[config.mk]
export PLATFORM = sky130hd
export DESIGN_NAME = jtag_tap_driver
export DESIGN_NICKNAME = d
export VERILOG_FILES = /design/src/rtl/jtag_tap_driver.sv
export SDC_FILE = /design/constraint.sdc
export NUM_CORES = 1
export LEC_CHECK = 0
export BUFFER_PORTS_ARGS = -buffer_cell sky130_fd_sc_hd__buf_2
export CORE_MARGIN = 8
export CORE_UTILIZATION = 62
export CTS_BUF_LIST = sky130_fd_sc_hd__clkbuf_4 sky130_fd_sc_hd__clkbuf_8
export DETAILED_ROUTE_END_ITERATION = 8
export PLACE_DENSITY = 0.88
export SLEW_MARGIN = 20
export SYNTH_ARGS = -nofsm -noshare
export SYNTH_HDL_FRONTEND = slang
export SYNTH_SLANG_ARGS = --single-unit
[constraint.sdc]
create_clock -name CLK -period 6.2 [get_ports CLK]
set_input_delay 0.31 -clock CLK [delete_from_list [all_inputs] [get_ports CLK]]
set_output_delay 0.31 -clock CLK [all_outputs]
set_load 0.05 [all_outputs]
[src/rtl/jtag_tap_driver.sv]
// ============================================================================
// Module   : jtag_tap_driver
// Brief    : Host-side JTAG master: resets the TAP, loads an instruction,
//            optionally shifts a data register and returns captured TDO bits.
// Revision : 1.0
// ============================================================================
`timescale 1ns/1ps
`default_nettype none

module jtag_tap_driver #(
  parameter int IR_WIDTH = 4,
  parameter int DR_WIDTH = 32,
  parameter int CLK_DIV  = 1
) (
  input  logic                          CLK,
  input  logic                          RST,
  input  logic                          START,
  input  logic [IR_WIDTH-1:0]           IR_VALUE,
  input  logic [DR_WIDTH-1:0]           DR_IN,
  input  logic [$clog2(DR_WIDTH+1)-1:0] DR_LEN,
  input  logic                          TDO,
  output logic                          TCK,
  output logic                          TMS,
  output logic                          TDI,
  output logic                          READY,
  output logic                          DONE,
  output logic [IR_WIDTH-1:0]           IR_OUT,
  output logic [DR_WIDTH-1:0]           DR_OUT
);

  localparam int LW = $clog2(DR_WIDTH + 1);
  localparam int SW = $clog2(DR_WIDTH + IR_WIDTH + 8);
  localparam int CW = (CLK_DIV > 1) ? $clog2(CLK_DIV) : 1;
  localparam logic [CW-1:0] c_DIV_LAST = CW'(CLK_DIV - 1);
  localparam logic [LW-1:0] c_DR_MAX   = LW'(DR_WIDTH);

  localparam logic [3:0] S_RESET_SEQ = 4'd0;
  localparam logic [3:0] S_IDLE      = 4'd1;
  localparam logic [3:0] S_IR_HEAD   = 4'd2;
  localparam logic [3:0] S_IR_SHIFT  = 4'd3;
  localparam logic [3:0] S_IR_TAIL   = 4'd4;
  localparam logic [3:0] S_DR_HEAD   = 4'd5;
  localparam logic [3:0] S_DR_SHIFT  = 4'd6;
  localparam logic [3:0] S_DR_TAIL   = 4'd7;
  localparam logic [3:0] S_FINISH    = 4'd8;

  logic [3:0]          r_state;
  logic [SW-1:0]       r_step;
  logic                r_phase;
  logic [CW-1:0]       r_cnt;
  logic [IR_WIDTH-1:0] r_ir_sh;
  logic [DR_WIDTH-1:0] r_dr_sh;
  logic [LW-1:0]       r_dr_len;
  logic                r_tck;
  logic                r_tms;
  logic                r_tdi;
  logic                r_ready;
  logic                r_done;
  logic [IR_WIDTH-1:0] r_ir_out;
  logic [DR_WIDTH-1:0] r_dr_out;

  logic [3:0]          w_state_nxt;
  logic                w_accept;
  logic                w_stepping;
  logic                w_phase_end;
  logic                w_step_end;
  logic [SW-1:0]       w_nsteps;
  logic                w_last;
  logic                w_tck;
  logic                w_tms;
  logic                w_tdi;
  logic                w_rise;

  assign w_accept    = START & r_ready;
  assign w_stepping  = (r_state != S_IDLE) && (r_state != S_FINISH);
  assign w_phase_end = w_stepping && (r_cnt == c_DIV_LAST);
  assign w_step_end  = w_phase_end & r_phase;
  assign w_last      = (r_step == w_nsteps - SW'(1));
  assign w_rise      = w_tck & ~r_tck;

  always_comb begin
    w_nsteps = SW'(1);
    case (r_state)
      S_RESET_SEQ: w_nsteps = SW'(6);
      S_IR_HEAD:   w_nsteps = SW'(4);
      S_IR_SHIFT:  w_nsteps = SW'(IR_WIDTH);
      S_IR_TAIL:   w_nsteps = SW'(2);
      S_DR_HEAD:   w_nsteps = SW'(3);
      S_DR_SHIFT:  w_nsteps = SW'(r_dr_len);
      S_DR_TAIL:   w_nsteps = SW'(2);
      default:     w_nsteps = SW'(1);
    endcase
  end

  // State register plus the TCK phase/step sequencer that belongs to it.
  always_ff @(posedge CLK or posedge RST) begin
    if (RST) begin
      r_state <= S_RESET_SEQ;
      r_step  <= '0;
      r_phase <= 1'b0;
      r_cnt   <= '0;
    end else begin
      r_state <= w_state_nxt;
      if ((w_state_nxt != r_state) || !w_stepping) begin
        r_step  <= '0;
        r_phase <= 1'b0;
        r_cnt   <= '0;
      end else if (w_phase_end) begin
        r_cnt   <= '0;
        r_phase <= ~r_phase;
        if (r_phase) r_step <= r_step + SW'(1);
      end else begin
        r_cnt <= r_cnt + CW'(1);
      end
    end
  end

  always_comb begin
    w_state_nxt = r_state;
    case (r_state)
      S_RESET_SEQ: if (w_step_end && w_last) w_state_nxt = S_IDLE;
      S_IDLE:      if (w_accept) w_state_nxt = S_IR_HEAD;
      S_IR_HEAD:   if (w_step_end && w_last) w_state_nxt = S_IR_SHIFT;
      S_IR_SHIFT:  if (w_step_end && w_last) w_state_nxt = S_IR_TAIL;
      S_IR_TAIL:   if (w_step_end && w_last)
                     w_state_nxt = (r_dr_len == '0) ? S_FINISH : S_DR_HEAD;
      S_DR_HEAD:   if (w_step_end && w_last) w_state_nxt = S_DR_SHIFT;
      S_DR_SHIFT:  if (w_step_end && w_last) w_state_nxt = S_DR_TAIL;
      S_DR_TAIL:   if (w_step_end && w_last) w_state_nxt = S_FINISH;
      S_FINISH:    w_state_nxt = S_IDLE;
      default:     w_state_nxt = S_RESET_SEQ;
    endcase
  end

  always_comb begin
    w_tck = w_stepping & r_phase;
    w_tms = 1'b0;
    w_tdi = 1'b0;
    case (r_state)
      S_RESET_SEQ: w_tms = (r_step < SW'(5));
      S_IR_HEAD:   w_tms = (r_step < SW'(2));
      S_IR_SHIFT:  begin w_tms = w_last; w_tdi = r_ir_sh[0]; end
      S_IR_TAIL:   w_tms = (r_step == '0);
      S_DR_HEAD:   w_tms = (r_step == '0);
      S_DR_SHIFT:  begin w_tms = w_last; w_tdi = r_dr_sh[0]; end
      S_DR_TAIL:   w_tms = (r_step == '0);
      default:     w_tms = 1'b0;
    endcase
  end

  // Pins lag the sequencer by one CLK so every pin comes straight from a flop;
  // TDO is taken on the same edge that raises TCK.
  always_ff @(posedge CLK or posedge RST) begin
    if (RST) begin
      r_tck    <= 1'b0;
      r_tms    <= 1'b1;
      r_tdi    <= 1'b0;
      r_ready  <= 1'b0;
      r_done   <= 1'b0;
      r_ir_sh  <= '0;
      r_dr_sh  <= '0;
      r_dr_len <= '0;
      r_ir_out <= '0;
      r_dr_out <= '0;
    end else begin
      r_tck   <= w_tck;
      r_tms   <= w_tms;
      r_tdi   <= w_tdi;
      r_done  <= (r_state == S_FINISH);
      r_ready <= (r_state == S_IDLE) & ~w_accept;
      if (w_accept) begin
        r_ir_sh  <= IR_VALUE;
        r_dr_sh  <= DR_IN;
        r_dr_len <= (DR_LEN > c_DR_MAX) ? c_DR_MAX : DR_LEN;
        r_ir_out <= '0;
        r_dr_out <= '0;
      end else begin
        if (w_step_end && (r_state == S_IR_SHIFT)) r_ir_sh <= r_ir_sh >> 1;
        if (w_step_end && (r_state == S_DR_SHIFT)) r_dr_sh <= r_dr_sh >> 1;
        if (w_rise && (r_state == S_IR_SHIFT))
          r_ir_out <= r_ir_out | (IR_WIDTH'(TDO) << r_step);
        if (w_rise && (r_state == S_DR_SHIFT))
          r_dr_out <= r_dr_out | (DR_WIDTH'(TDO) << r_step);
      end
    end
  end

  assign TCK    = r_tck;
  assign TMS    = r_tms;
  assign TDI    = r_tdi;
  assign READY  = r_ready;
  assign DONE   = r_done;
  assign IR_OUT = r_ir_out;
  assign DR_OUT = r_dr_out;

endmodule

`default_nettype wire

==> impl_metrics.py, run 1 <==
metrics = {
    "sta": {
        "fin_skew_ns": 0.00645,
        "slew_viol_final": 0,
        "finalHoldViolations": 0,
        "fin_hold_ws_ns": 0.0667,
        "fmax_mhz": 340,
        "tightest_slew_ns": 1.07,
        "setup_viol": 0,
        "fin_crit_ns": 2.94,
        "finalCritPeriodShare_pct": 47.4,
        "slew_headroom_pct": 28.8,
        "finalSetupTns_ns": 0,
        "rsz0062_at_grt": "false",
    },
    "job": {
        "cap_violations": 0,
    },
    "finish": {
        "drive_above_1_share_pct": 21.7,
        "fillerInstances": 545,
        "areaGrowthSynthToFinish_pct": 14.2,
        "nNetsFinal": 593,
        "insertedDiodeCount": 0,
    },
    "setup_path": {
        "crit_required_ns": 6.46,
        "reg2reg_slack_ns": 3.26,
        "critPathCaptureType": "flop",
        "worstPathMaxFanout": 22,
        "reg2reg_to": "r_state[0]",
        "start_kind": "flop",
        "arrival_ns": 3.20,
        "worst-r2r-cell-count": 10,
        "worstSetupPathType": "flop to flop",
        "reg2reg_from": "r_state[0]",
    },
    "global_route": {
        "grt_overflow": 0,
        "grt_usage_pct": 22.3,
        "antenna_found_initial": 0,
        "grt_busiest_layer": "met2",
        "met3_usage_pct": 5.15,
        "grt_max_degree": 84,
        "grt_use_met1_pct": 27.4,
        "grt_pass1_vias": 3866,
        "groute.layer.met2.usage_pct": 37.4,
        "grt_pass1_wl_um": 18300,
    },
    "synth": {
        "synth_area_per_cell_sq_um": 9.61,
        "ys.flop_type": "dfrtp_1",
        "synth_cell_types": 62,
        "ys_seq_elements": 95,
        "syn_area_sq_um": 4550,
        "seq_area_frac_synth_pct": 52.2,
        "synth_cells": 474,
        "ys.warnings.count": 0,
        "async_reset_ff_share_pct": 100,
        "synth_edf_count": 0,
        "syn_nets": 523,
        "synthTopCellsByArea": "dfrtp_1 52%, mux2i_1 7.7%, nand2_1 5.4%",
        "synth_top_area_cell": "dfrtp_1",
        "synth.top_cell.area_share_pct": 51.6,
    },
    "pwr": {
        "p_total_w": 0.00231,
        "max-vdd-ir-drop_mv": 0.252,
        "p_per_area_nw_per_um2": 444,
        "p_leak_nw": 2.53,
    },
    "floorplanning": {
        "initial_core_util_pct": 63.5,
        "num_rows": 31,
        "die_y_um": 102,
        "io_pins": 87,
        "die-area_sq_um": 10300,
        "core_area_sq_um": 7180,
        "die_w_um": 102,
    },
    "cts": {
        "htree_levels": 3,
        "insertion_delay_ns": 0.36,
        "clk_pin_slew_ns": 0.10,
        "post_cts_buffers": 0,
        "cts_resized": 0,
        "cts_buffers": 9,
        "cts_hold_buf": 0,
        "cts_tree": "built",
        "clock_path_buffers": 2,
        "root_buffer": "clkbuf_8",
        "clkSinkCount": 95,
    },
    "drt": {
        "routed-via-count": 3799,
        "viasPerCell": 5.86,
        "wl_um": 11000,
        "drc": 0,
        "wl_per_cell_um": 17.0,
        "ant_nets": 0,
        "dr.pass1.iters": 5,
        "drt_iter0_drc": 321,
    },
    "status": {
        "status": "finished, final reports clean",
    },
    "place": {
        "portBuffers": 86,
        "gp_congestion": 0.861,
        "dpl.hpwl_um": 7700,
    },
    "worst_hold_path": {
        "worstHoldPathType": "input port to async pin",
    },
}
worst max-delay path by stage:
| stage | from | end |
|---|---|---|
| 2_1_floorplan | RST | DONE |
| 3_3_place_gp | r_state[0] | r_state[0] |
| 3_5_place_dp | r_state[0] | r_state[0] |
| 4_1_cts | r_state[0] | r_state[0] |
| 5_1_grt | r_state[0] | r_state[0] |
| 6_report | r_state[0] | r_state[0] |
synth_stat cells (3+ instances only):
master and instances:
a21oi_1 37, a22oi_1 3, a31oi_1 4, a41oi_1 3
and2_1 3, buf_1 3, clkbuf_1 21, dfrtp_1 94
ha_1 3, inv_1 10, mux2i_1 35, nand2_1 65
nand3_1 7, nand3b_1 6, nor2_1 56, nor2b_1 4
nor3_1 12, nor4_1 3, o21ai_0 44, or3_1 3
xnor2_1 5, xor2_1 3
critical path, cell delays in order (launching register included):
cell	delay, ns
dfrtp_1	0.78
nor2b_4	0.11
a311oi_2	0.37
ha_1	0.25
and3b_1	0.17
o2111ai_1	0.10
o211a_1	0.19
xnor2_2	0.16
o211ai_2	0.22
or3_1	0.40
o311ai_1	0.08
cells by family (layout without fill, tap and decap cells):
group           Yosys count  after routing  share of synthesized area [%]
xor+xnor                  9              9                           1.90
mux                      35             35                           7.69
fa+ha+maj                 3              3                          0.824
compound gates          112            112                           15.0
buf+inv                  39            114                           3.60
flops                    95             95                           52.2
other cells               1              1                         0.0823
simple gates            180            180                           18.7
flip-flops by register name (all words and copies together), names as in the netlist, 4 cells and up:
name      flops
DR_OUT       32
IR_OUT        4
r_dr_len      6
r_dr_sh      32
r_ir_sh       4
r_state       4
r_step        6
area by class of cell:
cell class	instances	area [sq um]	share of cell area, %
multi-input combinational	340	2030	38.9
sequential	95	2380	45.7
clock buffer	9	124	2.38
timing repair buffer	88	445	8.56
inverter	10	38.8	0.746
tap	99	124	2.38
clock inverter	7	65.1	1.25
per-layer routing:
| layer | wire, um | up-vias |
|---|---|---|
| met2 | 5630 | 142 |
| met4 | 216 | 0 |
| met3 | 667 | 25 |
| met1 | 4470 | 1854 |
| met5 | 0 | - |
| li1 | - | 1778 |
stage by stage:
| step | util [%] | worst slack (ns) | area, sq um | std cells |
|---|---|---|---|---|
| 2_1_floorplan | - | 3.41 | 4550 | 474 |
| 3_5_place_dp | 69.9 | 3.31 | 5010 | 632 |
| 4_1_cts | 72.5 | 3.27 | 5200 | 648 |
| 3_3_place_gp | 69.9 | 3.40 | 5010 | 632 |
| 5_1_grt | 72.5 | 3.11 | 5200 | 648 |
| 6_report | 72.5 | 3.26 | 5200 | 648 |
placed cells by master, fill, tap and decap left out, drive strengths merged, types with 2 or more instances in the layout:
cell,netlist,final
nor2b,6,6
a31oi,4,4
buf,8,88
and3,2,2
clkinv,0,3
a22oi,3,3
inv,10,13
a21oi,37,37
dfrtp,94,94
a41oi,3,3
and2,4,4
nor4,3,3
nor3,13,13
nand3,7,7
nand3b,6,6
nand2b,2,2
o2111ai,2,2
or4,2,2
o211ai,2,2
and3b,2,2
xnor2,6,6
xor2,3,3
clkbuf,21,9
or2,2,2
or3,3,3
o21ai,45,45
ha,3,3
nor2,56,56
a22o,2,2
mux2i,35,35
nand2,65,65
where the power goes:
| group | switching [W] | internal, W |
|---|---|---|
| combinational | 0.000593 | 0.000313 |
| clock | 0.000240 | 0.000156 |
| sequential | 0.000196 | 0.000811 |
| total | 0.00103 | 0.00128 |
Power figures use the tool's default switching activity.
==> run 2, diff against run 1 <==
--- a/config.mk
+++ b/config.mk
@@ -7,10 +7,10 @@
 export LEC_CHECK = 0
 export BUFFER_PORTS_ARGS = -buffer_cell sky130_fd_sc_hd__buf_2
 export CORE_MARGIN = 8
-export CORE_UTILIZATION = 62
+export CORE_UTILIZATION = 57
 export CTS_BUF_LIST = sky130_fd_sc_hd__clkbuf_4 sky130_fd_sc_hd__clkbuf_8
 export DETAILED_ROUTE_END_ITERATION = 8
-export PLACE_DENSITY = 0.88
+export PLACE_DENSITY = 0.82
 export SLEW_MARGIN = 20
 export SYNTH_ARGS = -nofsm -noshare
 export SYNTH_HDL_FRONTEND = slang
==> constraint.sdc (replaced) <==
create_clock -name CLK -period 2.8 [get_ports CLK]
set_input_delay 0.14 -clock CLK [delete_from_list [all_inputs] [get_ports CLK]]
set_output_delay 0.14 -clock CLK [all_outputs]
set_load 0.05 [all_outputs]
==> run 2 against run 1 <==
Compared with the run above:
- hold slack worse by 0.032 ns
- design area is 3.9% higher
- wire length fell by 1.4%
- first-iteration DRC count down 6.9%
==> impl_metrics.py, run 2 (synthesis gave the netlist of run 1 again) <==
metrics = {
    "status": {
        "status": "finished, final reports clean",
    },
    "finish": {
        "areaGrowthSynthToFinish_pct": 18.7,
        "final_cell_mix": "93 x dfrtp_1, 86 x buf_2, 65 x nand2_1",
        "drive_above_1_share_pct": 23.4,
        "nNetsFinal": 605,
        "insertedDiodeCount": 0,
        "layout_commonest_cell": "dfrtp_1",
    },
    "floorplanning": {
        "die_w_um": 105,
        "initial_core_util_pct": 58.9,
        "die_y_um": 105,
        "io_pins": 87,
        "die-area_sq_um": 11100,
        "core_area_sq_um": 7730,
        "num_rows": 32,
    },
    "cts": {
        "clk_pin_slew_ns": 0.09,
        "clock_path_buffers": 2,
        "cts_buffers": 9,
        "clkSinkCount": 95,
        "root_buffer": "clkbuf_8",
        "cts_tree": "built",
        "htree_levels": 3,
        "insertion_delay_ns": 0.37,
        "post_cts_buffers": 0,
    },
    "global_route": {
        "grt_usage_pct": 20.0,
        "grt_overflow": 0,
        "grt_max_degree": 64,
        "grt_pass1_wl_um": 18400,
        "grt_pass1_vias": 3820,
        "antenna_found_initial": 0,
    },
    "job": {
        "cap_violations": 0,
    },
    "sta": {
        "fin_crit_ns": 2.67,
        "slew_headroom_pct": 47.8,
        "setup_viol": 0,
        "fmax_mhz": 375,
        "tightest_slew_ns": 0.782,
        "slew_viol_final": 0,
        "finalHoldViolations": 0,
        "finalSetupTns_ns": 0,
        "finalCritPeriodShare_pct": 95.4,
        "fin_skew_ns": 0.0139,
        "rsz0062_at_grt": "false",
    },
    "drt": {
        "wl_um": 10800,
        "ant_nets": 0,
        "drc": 0,
        "drt_iter0_drc": 299,
        "routed-via-count": 3775,
        "viasPerCell": 5.69,
        "wl_per_cell_um": 16.3,
        "dr.pass1.iters": 6,
    },
    "pwr": {
        "p_per_area_nw_per_um2": 1010,
        "p_leak_nw": 2.63,
        "max-vdd-ir-drop_mv": 0.563,
        "p_total_w": 0.00547,
    },
    "setup_path": {
        "reg2reg_slack_ns": 0.13,
        "crit_required_ns": 3.05,
        "worstSetupPathType": "flop to flop",
        "arrival_ns": 2.92,
        "start_kind": "flop",
        "critPathCaptureType": "flop",
        "worstPathMaxFanout": 9,
    },
    "place": {
        "dpl.hpwl_um": 7680,
        "gp_congestion": 0.880,
        "portBuffers": 86,
    },
    "worst_hold_path": {
        "worstHoldPathType": "input port to flop",
    },
}
[run 2: final timing paths]
path	endpoint	cells past startpoint	start
setup / recovery	r_state[0]	10	r_state[0]
hold / removal	r_dr_len[2]	3	DR_LEN[2]
setup reg to reg	r_state[0]	10	r_state[0]
hold reg to reg	r_dr_sh[19]	2	r_dr_sh[19]
max in group asynchronous	TMS	4	RST
min in group asynchronous	r_dr_sh[16]	3	RST
[run 2: per-layer routing]
metal / routed length, um / global-route usage (%) / up-vias
met3: 771 / 5.72 / 25
met2: 5210 / 31.7 / 131
met4: 248 / 7.75 / 0
li1: - / - / 1814
met1: 4600 / 25.4 / 1805
met5: 0 / 0 / -
[run 2: power by group]
part | switching [W] | leakage (nW) | internal, W
registers | 0.000358 | 1.26 | 0.00180
clock network | 0.000497 | 0.135 | 0.000700
logic | 0.00137 | 1.24 | 0.000741
total | 0.00223 | 2.63 | 0.00324
[run 2: cell type report]
cell class / count / area (sq um)
timing repair buffer: 100 / 556
multi-input combinational: 340 / 2040
tap: 102 / 128
fill: 585 / 2320
clock buffer: 10 / 131
clock inverter: 6 / 138
inverter: 10 / 38.8
sequential: 95 / 2380
[run 2: what timing repair did]
action	CTS	global route
hold endpoints to repair	46	0
resized for setup	0	3
endpoints found under the setup margin	0	9
hold buffers	3	0
[run 2: per-stage QoR]
step / instances / util [%] / setup slack (ns) / hold WS [ns] / cell area [sq um]
2_1_floorplan: 474 / - / 0.185 / 0.245 / 4550
3_3_place_gp: 644 / 65.9 / 0.288 / 0.297 / 5100
3_5_place_dp: 644 / 65.9 / 0.150 / 0.300 / 5100
4_1_cts: 663 / 69.8 / 0.119 / 0.0197 / 5400
5_1_grt: 663 / 70.0 / 0.0187 / 0.0318 / 5410
6_report: 663 / 70.0 / 0.130 / 0.0352 / 5410
[run 2: worst max-delay path, cell delays in order, from the launching register on]
cell and delay, ns:
dfrtp_1 0.45, nor2b_4 0.18, a311oi_2 0.33, ha_1 0.26
and3b_1 0.18, o2111ai_1 0.12, o211a_1 0.18, xnor2_2 0.16
o211ai_2 0.21, or3_1 0.40, o311ai_1 0.09
